--- src/rtl/mem_arbiter_pkg.sv ---
// Shared types and constants for the SRAM arbiter.
//   state_e   : arbiter FSM states
//   ARB_FIXED : lowest-index port always wins
//   ARB_RR    : round-robin starting after the last granted port
//   bank_ce_n : active-low chip enable for the selected bank
package mem_arbiter_pkg;

  localparam int unsigned ARB_FIXED = 0;
  localparam int unsigned ARB_RR    = 1;

  typedef enum logic [1:0] {
    StIdle,
    StAccess,
    StHold,
    StDone
  } state_e;

  localparam logic [1:0] CE_NONE = 2'b11;

  // bit0 = base bank, bit1 = ext bank; exactly one is ever driven low.
  function automatic logic [1:0] bank_ce_n(input logic bank);
    return bank ? 2'b01 : 2'b10;
  endfunction

endpackage

--- src/rtl/rr_arbiter.sv ---
// Combinational grant selection for the SRAM arbiter.
//   req   : request vector, one bit per master
//   ptr   : index of the last granted master
//   mode  : 0 = fixed priority from index 0, 1 = round-robin from ptr+1
//   grant : one-hot grant, all zero when nothing is requested
module rr_arbiter #(
  parameter int unsigned NUM_PORTS = 2,
  parameter int unsigned PTR_W     = 1
) (
  input  logic [NUM_PORTS-1:0] req,
  input  logic [PTR_W-1:0]     ptr,
  input  logic                 mode,
  output logic [NUM_PORTS-1:0] grant
);

  always_comb begin
    int unsigned start;
    int unsigned idx;
    logic        found;
    grant = '0;
    found = 1'b0;
    start = mode ? (32'(ptr) + 32'd1) % NUM_PORTS : 32'd0;
    // Walk every port once starting at 'start', wrapping; first requester wins.
    for (int unsigned i = 0; i < NUM_PORTS; i++) begin
      idx = (start + i) % NUM_PORTS;
      if (!found && req[idx]) begin
        grant[idx] = 1'b1;
        found      = 1'b1;
      end
    end
  end

endmodule

--- src/rtl/mem_arbiter.sv ---
// Multi-master arbiter in front of a two-bank asynchronous 32-bit SRAM.
//   clk, rst             : clock, synchronous active-high reset
//   req_valid/we/addr/sel/wdata : per-master request, held until req_ack
//   req_ack              : one-cycle completion pulse per master
//   req_rdata            : read data, valid with req_ack (held afterwards)
//   sram_addr/be_n/ce_n/oe_n/we_n : registered SRAM controls (ce_n bit0 base, bit1 ext)
//   sram_dq_o/sram_dq_oe : write data and tristate enable for the top level
//   sram_dq_i            : read data, base bank [31:0], ext bank [63:32]
module mem_arbiter
  import mem_arbiter_pkg::*;
#(
  parameter int unsigned NUM_PORTS   = 2,
  parameter int unsigned WAIT_CYCLES = 2,
  parameter int unsigned ARB_MODE    = 0,
  parameter int unsigned BANK_BIT    = 22
) (
  input  logic                    clk,
  input  logic                    rst,
  input  logic [NUM_PORTS-1:0]    req_valid,
  input  logic [NUM_PORTS-1:0]    req_we,
  input  logic [NUM_PORTS*32-1:0] req_addr,
  input  logic [NUM_PORTS*4-1:0]  req_sel,
  input  logic [NUM_PORTS*32-1:0] req_wdata,
  output logic [NUM_PORTS-1:0]    req_ack,
  output logic [31:0]             req_rdata,
  output logic [19:0]             sram_addr,
  output logic [3:0]              sram_be_n,
  output logic [1:0]              sram_ce_n,
  output logic                    sram_oe_n,
  output logic                    sram_we_n,
  output logic [31:0]             sram_dq_o,
  output logic                    sram_dq_oe,
  input  logic [63:0]             sram_dq_i
);

  localparam int unsigned    PtrW      = (NUM_PORTS > 1) ? $clog2(NUM_PORTS) : 1;
  localparam logic [3:0]     WaitLast  = 4'(WAIT_CYCLES);
  // Last-granted = highest index so the first search starts at port 0.
  localparam logic [PtrW-1:0] PtrReset = PtrW'(NUM_PORTS - 1);
  localparam logic           RrMode    = (ARB_MODE == ARB_RR);

  state_e           state_q;
  logic [3:0]       cnt_q;
  logic [PtrW-1:0]  ptr_q;
  logic [PtrW-1:0]  gnt_idx_q;
  logic             we_q;
  logic             bank_q;

  logic [NUM_PORTS-1:0] grant;
  logic [PtrW-1:0]      gnt_idx;
  logic                 sel_we;
  logic [31:0]          sel_addr;
  logic [3:0]           sel_sel;
  logic [31:0]          sel_wdata;
  logic                 sel_bank;

  rr_arbiter #(
    .NUM_PORTS (NUM_PORTS),
    .PTR_W     (PtrW)
  ) u_rr_arbiter (
    .req   (req_valid),
    .ptr   (ptr_q),
    .mode  (RrMode),
    .grant (grant)
  );

  // Encode the one-hot grant and mux the winning master's request fields.
  always_comb begin
    gnt_idx   = '0;
    sel_we    = 1'b0;
    sel_addr  = '0;
    sel_sel   = '0;
    sel_wdata = '0;
    for (int unsigned i = 0; i < NUM_PORTS; i++) begin
      if (grant[i]) begin
        gnt_idx   = PtrW'(i);
        sel_we    = req_we[i];
        sel_addr  = req_addr[i*32 +: 32];
        sel_sel   = req_sel[i*4 +: 4];
        sel_wdata = req_wdata[i*32 +: 32];
      end
    end
  end

  assign sel_bank = sel_addr[BANK_BIT];

  // Only [21:2] and the bank bit reach the SRAM; the rest is ignored by design.
  logic unused_addr;
  assign unused_addr = ^sel_addr;

  always_ff @(posedge clk) begin
    if (rst) begin
      state_q    <= StIdle;
      cnt_q      <= '0;
      ptr_q      <= PtrReset;
      gnt_idx_q  <= '0;
      we_q       <= 1'b0;
      bank_q     <= 1'b0;
      req_ack    <= '0;
      req_rdata  <= '0;
      sram_addr  <= '0;
      sram_be_n  <= 4'hF;
      sram_ce_n  <= CE_NONE;
      sram_oe_n  <= 1'b1;
      sram_we_n  <= 1'b1;
      sram_dq_o  <= '0;
      sram_dq_oe <= 1'b0;
    end else begin
      unique case (state_q)
        StIdle: begin
          if (|req_valid) begin
            state_q    <= StAccess;
            cnt_q      <= '0;
            ptr_q      <= gnt_idx;
            gnt_idx_q  <= gnt_idx;
            we_q       <= sel_we;
            bank_q     <= sel_bank;
            sram_addr  <= sel_addr[21:2];
            sram_be_n  <= ~sel_sel;
            sram_ce_n  <= bank_ce_n(sel_bank);
            sram_oe_n  <= sel_we;
            sram_we_n  <= ~sel_we;
            sram_dq_o  <= sel_we ? sel_wdata : 32'h0;
            sram_dq_oe <= sel_we;
          end
        end
        StAccess: begin
          if (cnt_q == WaitLast) begin
            if (we_q) begin
              // Release we_n one cycle before ce_n/addr/dq for write hold time.
              state_q   <= StHold;
              sram_we_n <= 1'b1;
            end else begin
              state_q    <= StDone;
              req_rdata  <= bank_q ? sram_dq_i[63:32] : sram_dq_i[31:0];
              req_ack    <= NUM_PORTS'(1) << gnt_idx_q;
              sram_addr  <= '0;
              sram_be_n  <= 4'hF;
              sram_ce_n  <= CE_NONE;
              sram_oe_n  <= 1'b1;
              sram_we_n  <= 1'b1;
              sram_dq_o  <= '0;
              sram_dq_oe <= 1'b0;
            end
          end else begin
            cnt_q <= cnt_q + 4'd1;
          end
        end
        StHold: begin
          state_q    <= StDone;
          req_ack    <= NUM_PORTS'(1) << gnt_idx_q;
          sram_addr  <= '0;
          sram_be_n  <= 4'hF;
          sram_ce_n  <= CE_NONE;
          sram_oe_n  <= 1'b1;
          sram_we_n  <= 1'b1;
          sram_dq_o  <= '0;
          sram_dq_oe <= 1'b0;
        end
        StDone: begin
          state_q <= StIdle;
          req_ack <= '0;
        end
        default: state_q <= StIdle;
      endcase
    end
  end

endmodule

--- config.mk ---
export PLATFORM = sky130hd
export DESIGN_NAME = mem_arbiter
export DESIGN_NICKNAME = d
export VERILOG_FILES = /design/src/rtl/mem_arbiter_pkg.sv /design/src/rtl/rr_arbiter.sv /design/src/rtl/mem_arbiter.sv
export SDC_FILE = /design/constraint.sdc
export NUM_CORES = 1
export LEC_CHECK = 0
export ABC_AREA = 1
export BUFFER_PORTS_ARGS = -buffer_cell sky130_fd_sc_hd__buf_2
export CORE_MARGIN = 2
export CORE_UTILIZATION = 45
export DETAILED_ROUTE_END_ITERATION = 8
export GPL_TIMING_DRIVEN = 0
export HOLD_SLACK_MARGIN = 0.1
export PLACE_DENSITY_LB_ADDON = 0.2
export SLEW_MARGIN = 10
export SYNTH_ARGS = -nofsm -noshare
export SYNTH_HDL_FRONTEND = slang
export SYNTH_HIERARCHICAL = 1
export SYNTH_SLANG_ARGS = --single-unit
--- constraint.sdc ---
create_clock -name clk -period 2.15 [get_ports clk]
set_input_delay 0.1075 -clock clk [delete_from_list [all_inputs] [get_ports clk]]
set_output_delay 0.1075 -clock clk [all_outputs]
set_load 0.05 [all_outputs]
==> metrics <==
outcome=finished, final reports clean; Max VDD drop=0.572 mV; Slowest-stage cell, CP=dlygate4sd3_1; Vias=6,388; I/O pins=301; max-cap viol count=0; CP endpoint kind=flip-flop; aggregate global routing overflow=0; Overall Power=8.62 mW; R2R Path Start=state_q[1]$_SDFFE_PP0P_; RSZ-0062 raised after global routing=false; average wire per standard cell=12.2 um; CTS H-tree lvls=3; core region area=12,100 sq um; final hold vios=0; initial antenna violation count=1; worst endpoint required time=2.44 ns; CP top delay family=buffers and inverters; Worst setup startpoint=state_q[1]$_SDFFE_PP0P_; Placed Instances=1,353; Tmin final=2.01 ns; fin cells=1,372; gpl congestion=0.840; CTS tree=built; area of the multi-input gates=2970 sq um; worst slew pin tran=0.547 ns; die area=13,500 sq um; first-pass GRT wire length=25.6 mm; cell mode on critical path=inv_1; Setup TNS=0 ns; clock root buffer master=clkbuf_16; Initial DRT Pass Iterations=6; Die Span Y=116 um; worst path buffer plus inverter count=3; fraction of layout cells with a size suffix above 1=29.2%; I/O Buffers=277; Synth cell types=32; die width=116 um; WP data arrival=2.30 ns; row cnt=40; Crit Path Max Fanout=6; Initial Utilization=46.6%; yosys warns=6; largest net degree at the start of global routing=16; Synthesized Nets=1,121; most common cell after layout, fill and taps aside=nand2_1; DR vias/cell=4.66; P_leak=4.13 nW; clock sinks=105; Clock Skews=0.00713 ns; Hold Crit Start=sram_dq_i[35]; post-synthesis register bit count=105; synthesized area per cell=6.21 sq um; Clock transition at path regs=0.07 ns; drt total wl=16.7 mm; total CTS buffers=9; CP max stage delay=0.57 ns; Total GRT Usage=23.9%; Synth Instances=908; CP cell instances=inv_1, ha_1, inv_1, nor2_2, o21ai_0, a31oi_1, dlygate4sd3_1; DP HPWL=13.1 mm; Register Area=2100 sq um; DR iter-0 viols=285; Slew HR=63.6%; synth-to-layout area growth=33.8%; Setup CP Type=flip-flop to flip-flop; period utilization=93.3%; Filler Cells Inserted=1,274; synthesized area=5640 sq um; Longest Clk Path Bufs=2; Highest Clock Rate=498 MHz; clk_lat worst skew=0.34 ns; Net count, final=1,412; Post-route DRC=0; Final setup viols=0; Antenna Nets Post-Route=0; Slew Limit Fails=0; Pwr per Cell Area=1140 nW/um^2; register area share after synthesis=37.3%; fin util=62.4%; vias in the first global route=5,395; most frequent cells in the layout=nand2_1, buf_2, nor2_1; HP Class=input pin to flip-flop; CP startpoint kind=flip-flop; setup slack, reg-to-reg=0.14 ns
logic make-up after synthesis:
logic type	count (synthesis)	synth area share, %
other cells	1	0.0665
buf+inv	112	10.1
simple gates	548	38.6
flops	105	37.3
fa+ha+maj	7	1.55
compound gates	135	12.4
routing by layer:
metal	vias to the layer above	global-route usage [%]	share of wire, %
met4	0	9.21	2.6
li1	3411	-	-
met2	180	42.0	49
met1	2766	28.0	42
met3	31	6.07	6.3
met5	-	0	0
flip-flops by register name (all words and copies together), names as in the netlist, 2 cells and up:
register	cells
sram_ce_n	2
sram_dq_o	32
sram_be_n	4
req_ack	2
req_rdata	32
state_q	2
sram_addr	20
cnt_q	4
cell type report:
cell class,instances,share of cell area (%)
clock buffer,11,3.08
tap,168,2.78
inverter,50,2.49
antenna,1,0.0331
timing repair buffer,280,18.8
buffer,62,5.05
sequential,105,27.8
clock inverter,4,0.596
multi-input combinational,691,39.4
per-stage QoR:
step / setup slack, ns / area, sq um / hold WS, ns
after floorplan: 0.504 / 5640 / 0.282
final: 0.144 / 7550 / 0.104
after global routing: 0.00617 / 7550 / 0.125
after CTS: 0.0779 / 7550 / 0.101
after global placement: 0.227 / 7240 / 0.433
after detailed placement: 0.208 / 7240 / 0.436
Yosys cell counts (all sizes together):
cell,number,area (sq um)
nor3,1,5.00
clkbuf,16,70.1
dfxtp,105,2100
nand2,352,1340
nand4,4,25.0
o21ai,74,374
a31oi,1,6.26
nand3,42,225
inv,49,184
clkinv,1,3.75
conb,1,3.75
o211ai,1,7.51
nand3b,1,7.51
ha,7,87.6
a22oi,5,37.5
nor2,148,582
buf,46,312
a21oi,54,274
worst reg2reg max path, cell delays in order, from the launching register on:
cell and delay (ns):
dfxtp_1 0.33, inv_1 0.15, ha_1 0.29, inv_1 0.10, nor2_2 0.25, o21ai_0 0.12, a31oi_1 0.15, dlygate4sd3_1 0.57
where the power goes:
group / switching [mW] / internal [mW]
sequential: 0.169 / 2.28
combinational: 3.18 / 1.39
clock: 0.706 / 0.892
total: 4.06 / 4.56
final timing paths:
| kind | to | cells past startpoint |
|---|---|---|
| max reg2reg | we_q$_SDFFE_PP0P_ | 7 |
| min | req_rdata[3]$_SDFFE_PP0P_ | 5 |
| min reg2reg | sram_be_n[1]$_SDFFE_PP1P_ | 2 |
| max | we_q$_SDFFE_PP0P_ | 7 |
what timing repair did:
action	CTS	global route
setup endpoints to repair	0	1
buffers inserted	0	0
endpoints found under the hold margin	2	0
hold buffers	3	0
gates resized for setup	0	1
Power figures use the tool's default switching activity.
